$ cat src/rtl/fifo_drain_scheduler_pkg.sv
`default_nettype none
// ============================================================================
//  Module   : fifo_drain_scheduler_pkg
//  Purpose  : Shared constants for the FIFO drain scheduler: the 2-bit state
//             encoding that is also exported on the state port, and the
//             width of the dropped-sample counter.
//  Revision : 1.0 - initial release
// ============================================================================
package fifo_drain_scheduler_pkg;

    localparam int c_state_w = 2;

    localparam logic [c_state_w-1:0] c_st_idle  = 2'd0;
    localparam logic [c_state_w-1:0] c_st_flush = 2'd1;
    localparam logic [c_state_w-1:0] c_st_fill  = 2'd2;
    localparam logic [c_state_w-1:0] c_st_drain = 2'd3;

    localparam int c_drop_w = 16;

endpackage : fifo_drain_scheduler_pkg
`default_nettype wire

$ cat src/rtl/fifo_drain_scheduler_sat_counter.sv
`default_nettype none
// ============================================================================
//  Module   : sat_counter
//  Purpose  : Up-counter that sticks at all-ones instead of wrapping.
//  Ports    : clk      - rising-edge clock
//             rst      - synchronous active-high reset (count -> 0)
//             i_clr    - synchronous clear (count -> 0)
//             i_inc    - increment request
//             o_count  - current count
//  Revision : 1.0 - initial release
// ============================================================================
module sat_counter #(
    parameter int WIDTH = 16
) (
    input  logic             clk,
    input  logic             rst,
    input  logic             i_clr,
    input  logic             i_inc,
    output logic [WIDTH-1:0] o_count
);

    logic [WIDTH-1:0] r_count;

    always_ff @(posedge clk) begin
        if (rst || i_clr) begin
            r_count <= '0;
        end else if (i_inc && (r_count != {WIDTH{1'b1}})) begin
            r_count <= r_count + 1'b1;
        end
    end

    assign o_count = r_count;

endmodule : sat_counter
`default_nettype wire

$ cat src/rtl/fifo_drain_scheduler.sv
`default_nettype none
// ============================================================================
//  Module   : fifo_drain_scheduler
//  Purpose  : Sequences a capture FIFO through FLUSH (discard stale words),
//             FILL (write one word per sample_tick until full) and DRAIN
//             (hand words to the CPU one at a time with a ready handshake).
//  Ports    : clk, reset         - clock, synchronous active-high reset
//             sample_tick        - one strobe per new sample
//             arm / abort        - start a capture / cancel everything
//             continuous         - 1: refill after each drain, 0: go idle
//             fifo_wrfull/rdempty, fifo_wrreq/rdreq - FIFO handshake
//             out_valid/out_ready - word hand-off to the CPU
//             busy, done, state  - status; done pulses on drain completion
//             word_count         - words handed off in the current drain
//             drop_count         - saturating count of samples lost
//  Revision : 1.0 - initial release
// ============================================================================
module fifo_drain_scheduler
    import fifo_drain_scheduler_pkg::*;
#(
    parameter int DEPTH = 256,
    parameter int CNT_W = 9
) (
    input  logic                clk,
    input  logic                reset,
    input  logic                sample_tick,
    input  logic                arm,
    input  logic                continuous,
    input  logic                abort,
    input  logic                fifo_wrfull,
    input  logic                fifo_rdempty,
    output logic                fifo_wrreq,
    output logic                fifo_rdreq,
    output logic                out_valid,
    input  logic                out_ready,
    output logic                busy,
    output logic                done,
    output logic [CNT_W-1:0]    word_count,
    output logic [c_drop_w-1:0] drop_count,
    output logic [c_state_w-1:0] state
);

    localparam logic [CNT_W-1:0] c_depth = CNT_W'(DEPTH);

    logic [c_state_w-1:0] r_state;
    logic [c_state_w-1:0] w_state_nxt;
    logic                 r_pending;
    logic                 r_out_valid;
    logic [CNT_W-1:0]     r_word_count;

    logic                 w_idle;
    logic                 w_flush;
    logic                 w_fill;
    logic                 w_drain;
    logic                 w_accept;
    logic [CNT_W-1:0]     w_wc_acc;
    logic                 w_valid_after;
    logic                 w_drain_rd;
    logic                 w_drain_done;
    logic                 w_arm_go;

    assign w_idle  = (r_state == c_st_idle);
    assign w_flush = (r_state == c_st_flush);
    assign w_fill  = (r_state == c_st_fill);
    assign w_drain = (r_state == c_st_drain);

    // The accept on this edge is folded in before completion is judged, so a
    // last-word accept and the completion land on the same cycle.
    assign w_accept      = w_drain && r_out_valid && out_ready;
    assign w_wc_acc      = r_word_count + {{(CNT_W-1){1'b0}}, w_accept};
    assign w_valid_after = r_out_valid && !w_accept;

    // One word in flight at most: no new read while one is pending or shown.
    assign w_drain_rd   = w_drain && !fifo_rdempty && !r_pending && !r_out_valid;
    assign w_drain_done = w_drain &&
                          ((w_wc_acc >= c_depth) ||
                           (fifo_rdempty && !r_pending && !w_valid_after));

    assign w_arm_go = w_idle && arm && !abort;

    assign fifo_wrreq = !reset && !abort && w_fill && sample_tick && !fifo_wrfull;
    assign fifo_rdreq = !reset && !abort &&
                        ((w_flush && !fifo_rdempty) || w_drain_rd);
    assign done       = !reset && !abort && w_drain_done;

    always_comb begin
        w_state_nxt = r_state;
        if (abort) begin
            w_state_nxt = c_st_idle;
        end else begin
            case (r_state)
                c_st_idle:  if (arm)          w_state_nxt = c_st_flush;
                c_st_flush: if (fifo_rdempty) w_state_nxt = c_st_fill;
                c_st_fill:  if (fifo_wrfull)  w_state_nxt = c_st_drain;
                c_st_drain: if (w_drain_done)
                                w_state_nxt = continuous ? c_st_fill : c_st_idle;
                default:    w_state_nxt = c_st_idle;
            endcase
        end
    end

    always_ff @(posedge clk) begin
        if (reset) begin
            r_state      <= c_st_idle;
            r_pending    <= 1'b0;
            r_out_valid  <= 1'b0;
            r_word_count <= '0;
        end else begin
            r_state <= w_state_nxt;
            if (abort) begin
                r_pending   <= 1'b0;
                r_out_valid <= 1'b0;
            end else begin
                r_pending <= w_drain_rd;
                // FIFO q is valid the cycle after rdreq; it is presented on
                // the edge closing that cycle.
                if (r_pending) begin
                    r_out_valid <= 1'b1;
                end else if (w_accept) begin
                    r_out_valid <= 1'b0;
                end
                if (w_arm_go || (w_fill && fifo_wrfull)) begin
                    r_word_count <= '0;
                end else if (w_accept) begin
                    r_word_count <= w_wc_acc;
                end
            end
        end
    end

    // Samples arriving while the FIFO is not being written are lost.
    sat_counter #(
        .WIDTH (c_drop_w)
    ) u_drop_cnt (
        .clk     (clk),
        .rst     (reset),
        .i_clr   (w_arm_go),
        .i_inc   (sample_tick && (w_flush || w_drain)),
        .o_count (drop_count)
    );

    assign out_valid  = r_out_valid;
    assign word_count = r_word_count;
    assign state      = r_state;
    assign busy       = !w_idle;

endmodule : fifo_drain_scheduler
`default_nettype wire
$ cat config.mk
export PLATFORM = sky130hd
export DESIGN_NAME = fifo_drain_scheduler
export DESIGN_NICKNAME = d
export VERILOG_FILES = /design/src/rtl/fifo_drain_scheduler_pkg.sv /design/src/rtl/fifo_drain_scheduler_sat_counter.sv /design/src/rtl/fifo_drain_scheduler.sv
export SDC_FILE = /design/constraint.sdc
export NUM_CORES = 1
export LEC_CHECK = 0
export CAP_MARGIN = 20
export CELL_PAD_IN_SITES_DETAIL_PLACEMENT = 0
export CELL_PAD_IN_SITES_GLOBAL_PLACEMENT = 1
export CORE_AREA = 2 2 79 62
export DETAILED_ROUTE_END_ITERATION = 10
export DIE_AREA = 0 0 81 64
export GPL_TIMING_DRIVEN = 0
export MAX_ROUTING_LAYER = met4
export PLACE_DENSITY_LB_ADDON = 0.2
export SKIP_LAST_GASP = 1
export SYNTH_ARGS = -nofsm -noshare
export SYNTH_HDL_FRONTEND = slang
export SYNTH_SLANG_ARGS = --single-unit
$ cat constraint.sdc
create_clock -name clk -period 4.3 [get_ports clk]
set_input_delay 0.86 -clock clk [delete_from_list [all_inputs] [get_ports clk]]
set_output_delay 0.86 -clock clk [all_outputs]
set_load 0.05 [all_outputs]
==> out/metrics.cfg, run 1 <==
[finish]
finalCoreUtilization_pct = 49.4
diodes = 0
area_growth_pct = 34.2
n_fill_cell = 455
layout-drive-gt1-share_pct = 9.27
layout.nets = 259
fin_cells = 305

[timing]
slew_viol_final = 0
fin_crit_sh_pct = 92.0
fin_worst_skew_ps = 5.52
finalCriticalPeriod_ps = 3960
worst_pin_slew_ps = 998
tns_ps = 0
setup_viol = 0
relSlewSlack_pct = 32.9
rsz0062_at_grt = no
max_freq_mhz = 253
setup_ws_ps = 343
hold_violations = 0

[worst_setup_path]
reg2reg_setup_slack_ps = 2050
startpoint = out_ready
crit_arrival_ps = 3100
critical_path.startpoint_type = input pin
reg2reg_from = state[1]$_SDFFE_PN0P_
cp-end-kind = primary output
crit_fanout = 4
r2r_end = word_count[6]$_SDFFE_PP0P_
criticalPathCategory = input pin to primary output
required_ps = 3440
crit_path_end = done
slowest_stage = clkdlybuf4s50_1
slowest_delay_ps = 470
rr_worst_depth = 9
path_cells = clkdlybuf4s50_1 -> nand4_1 -> inv_1 -> ha_1 -> ha_1 -> nand4_1 -> nor3_1 -> a211oi_1 -> nor3_1 -> clkbuf_2

[pwr]
p_switching_mw = 0.151
combPwrFrac_pct = 10.5
clkPwrFrac_pct = 40.4
p_seq_share_pct = 49.1
pwr_density_cell_nw_per_um2 = 259
p_leak_nw = 0.699
netSwitchingFraction_pct = 27.1
intPower_mw = 0.407
power.total_mw = 0.558
peakVddDrop_mv = 0.132

[placement]
dpl.cell_count = 297
dp_slack_ps = -215
place_congestion = 0.790
dp_hpwl_mm = 3.05
port_buffers = 40

[logic_synthesis]
synth.yosys.seq_area_share_pct = 36.2
synth_edf_count = 0
synth-seq-cells = 29
synth_cell_types = 42
syn_area_um2 = 1600
post-synth-top-area-cell = dfxtp_1
ys_warn_count = 0
synth_nets = 212
synth_top_area_share_pct = 36.2
yosys_most_used_dff = dfxtp_1
synthCells = 200
synthTopCellsByArea = dfxtp_1 36%, a21oi_1 6.6%, or3_1 5.1%
async_reset_ff_share_pct = 0
syn_area_per_cell_um2 = 8.02

[clocking]
cts.clk_slew.worst_paths_ps = 70
cts_buffers = 5
clockBufferDepth = 2
cts_setup_buffers = 0
h-tree-depth = 2
clk_latency_ps = 290
tritoncts = yes
cts.sinks = 29
cts_root_buf = clkbuf_8

[global_routing]
antenna_found_initial = 0
grt_max_degree = 11
gr-total-overflow = 0
grt_first_pass_wirelength_mm = 6.91
grt_util_all_layers_pct = 17.5
grt_pass1_vias = 1430

[detailed_routing]
viasPerCell = 5.44
ant_nets = 0
via_count = 1660
wl_per_cell_um = 13.8
first_pass_iters = 4
drc = 0
drt_first_iter_violations = 101
routed_wl_mm = 4.19

[hold_path]
hp-class = flip-flop to flip-flop

[floorplanning]
placementRows = 21
ios = 41
start_util_pct = 36.8
die_y_um = 64
die_x_um = 81
die_area_um2 = 5180
core_um2 = 4360

[flow_run]
cap_violations = 0

[outcome]
status = finished, final reports clean

## critical path, delay by kind of cell
family	cells	cell delay, ps
compound gates	1	120
buf+inv	3	890
simple gates	4	830
fa+ha+maj	2	400
## layout by cell type, fill, tap and decap left out, drive strengths merged, types with 7 or more instances in the layout
master / n
a21oi: 21
clkbuf: 12
clkdlybuf4s50: 39
dfxtp: 29
inv: 7
nand2: 15
nand3: 11
nand4: 9
nor2: 16
o21ai: 13
or3: 15
## cells by family (layout without fill, tap and decap cells)
logic type               count (synthesis)  in the layout  synth area share [%]
buffers and inverters                   15             63                  4.60
flip-flops                              29             29                  36.2
AO/OA/AOI/OAI                           56             56                  21.8
adder cells (fa/ha/maj)                  3              3                  2.34
AND/OR/NAND/NOR                         92             92                  32.0
multiplexers                             5              5                  3.12
## flip-flops by register name, summed over array words and instances, names as in the netlist
register and count:
out_valid 1, state 2, u_drop_cnt.o_count 16, r_pending 1, word_count 9
## Yosys cell counts (2+ instances only)
master	number
inv_1	7
and3_1	3
nand2_1	15
or4_1	4
nor3_1	4
a211oi_1	5
or3_2	2
or3_1	13
o21ai_0	13
dfxtp_1	29
a2111o_1	2
o21a_1	2
o31ai_1	5
or2_2	4
a21oi_1	21
nand4_1	8
ha_1	3
nand3_1	11
nor2_1	16
clkbuf_1	4
a31oi_1	2
mux2i_1	5
nor4b_1	2
buf_6	2
## area by class of cell
cell class                      count  area [µm²]  area share [%]
Sequential cell                    29         581            27.0
Multi-Input combinational cell    156         950            44.1
Clock inverter                      2        10.0           0.465
Timing Repair Buffer               40         395            18.4
Tap cell                           57        71.3            3.31
Clock buffer                        6        72.6            3.37
Buffer                              8        47.5            2.21
Inverter                            7        26.3            1.22
## how the worst min path moves through the flow
stage	start	endpoint	depth (start not counted)
after global routing	r_pending$_SDFF_PN0_	r_pending$_SDFF_PN0_	1
after global placement	r_pending$_SDFF_PN0_	r_pending$_SDFF_PN0_	1
after floorplan	r_pending$_SDFF_PN0_	r_pending$_SDFF_PN0_	1
final	r_pending$_SDFF_PN0_	r_pending$_SDFF_PN0_	1
after CTS	r_pending$_SDFF_PN0_	r_pending$_SDFF_PN0_	1
after detailed placement	r_pending$_SDFF_PN0_	r_pending$_SDFF_PN0_	1
## power by group through the flow
stage / registers (mW) / clock network (mW) / logic [mW]
floorplan: 0.289 / 0 / 0.0263
finish: 0.274 / 0.225 / 0.0586
detailed placement: 0.280 / 0 / 0.0587
global route: 0.274 / 0.244 / 0.0636
CTS: 0.274 / 0.235 / 0.0589
global placement: 0.280 / 0 / 0.0588
## metal layers
| metal | wire length (µm) | up-vias | global-route usage, % | share of wire [%] |
|---|---|---|---|---|
| met5 | 0 | - | - | 0 |
| met4 | 57 | 0 | 5.72 | 1.4 |
| met3 | 197 | 7 | 4.80 | 4.7 |
| met2 | 1630 | 39 | 22.4 | 39 |
| met1 | 2310 | 763 | 26.0 | 55 |
| li1 | - | 851 | - | - |
## stage by stage
step	cell area [µm²]	hold WS (ps)
finish	2150	460
global placement	2080	449
global route	2150	490
CTS	2160	455
floorplan	1600	420
detailed placement	2080	445
## repair_timing
action | 4_1_cts | 5_1_grt
endpoints found under the setup margin | 1 | 1
resized for setup | 1 | 3
hold buffers | 0 | 0
cloned | 0 | 0
(Power assumes the default switching activity.)
==> inputs of run 2 (changes only) <==
SKIP_CTS_REPAIR_TIMING = 1   (was default)
==> results of run 2 <==
No change in the layout: final DEF, timing and power equal those of run 1.
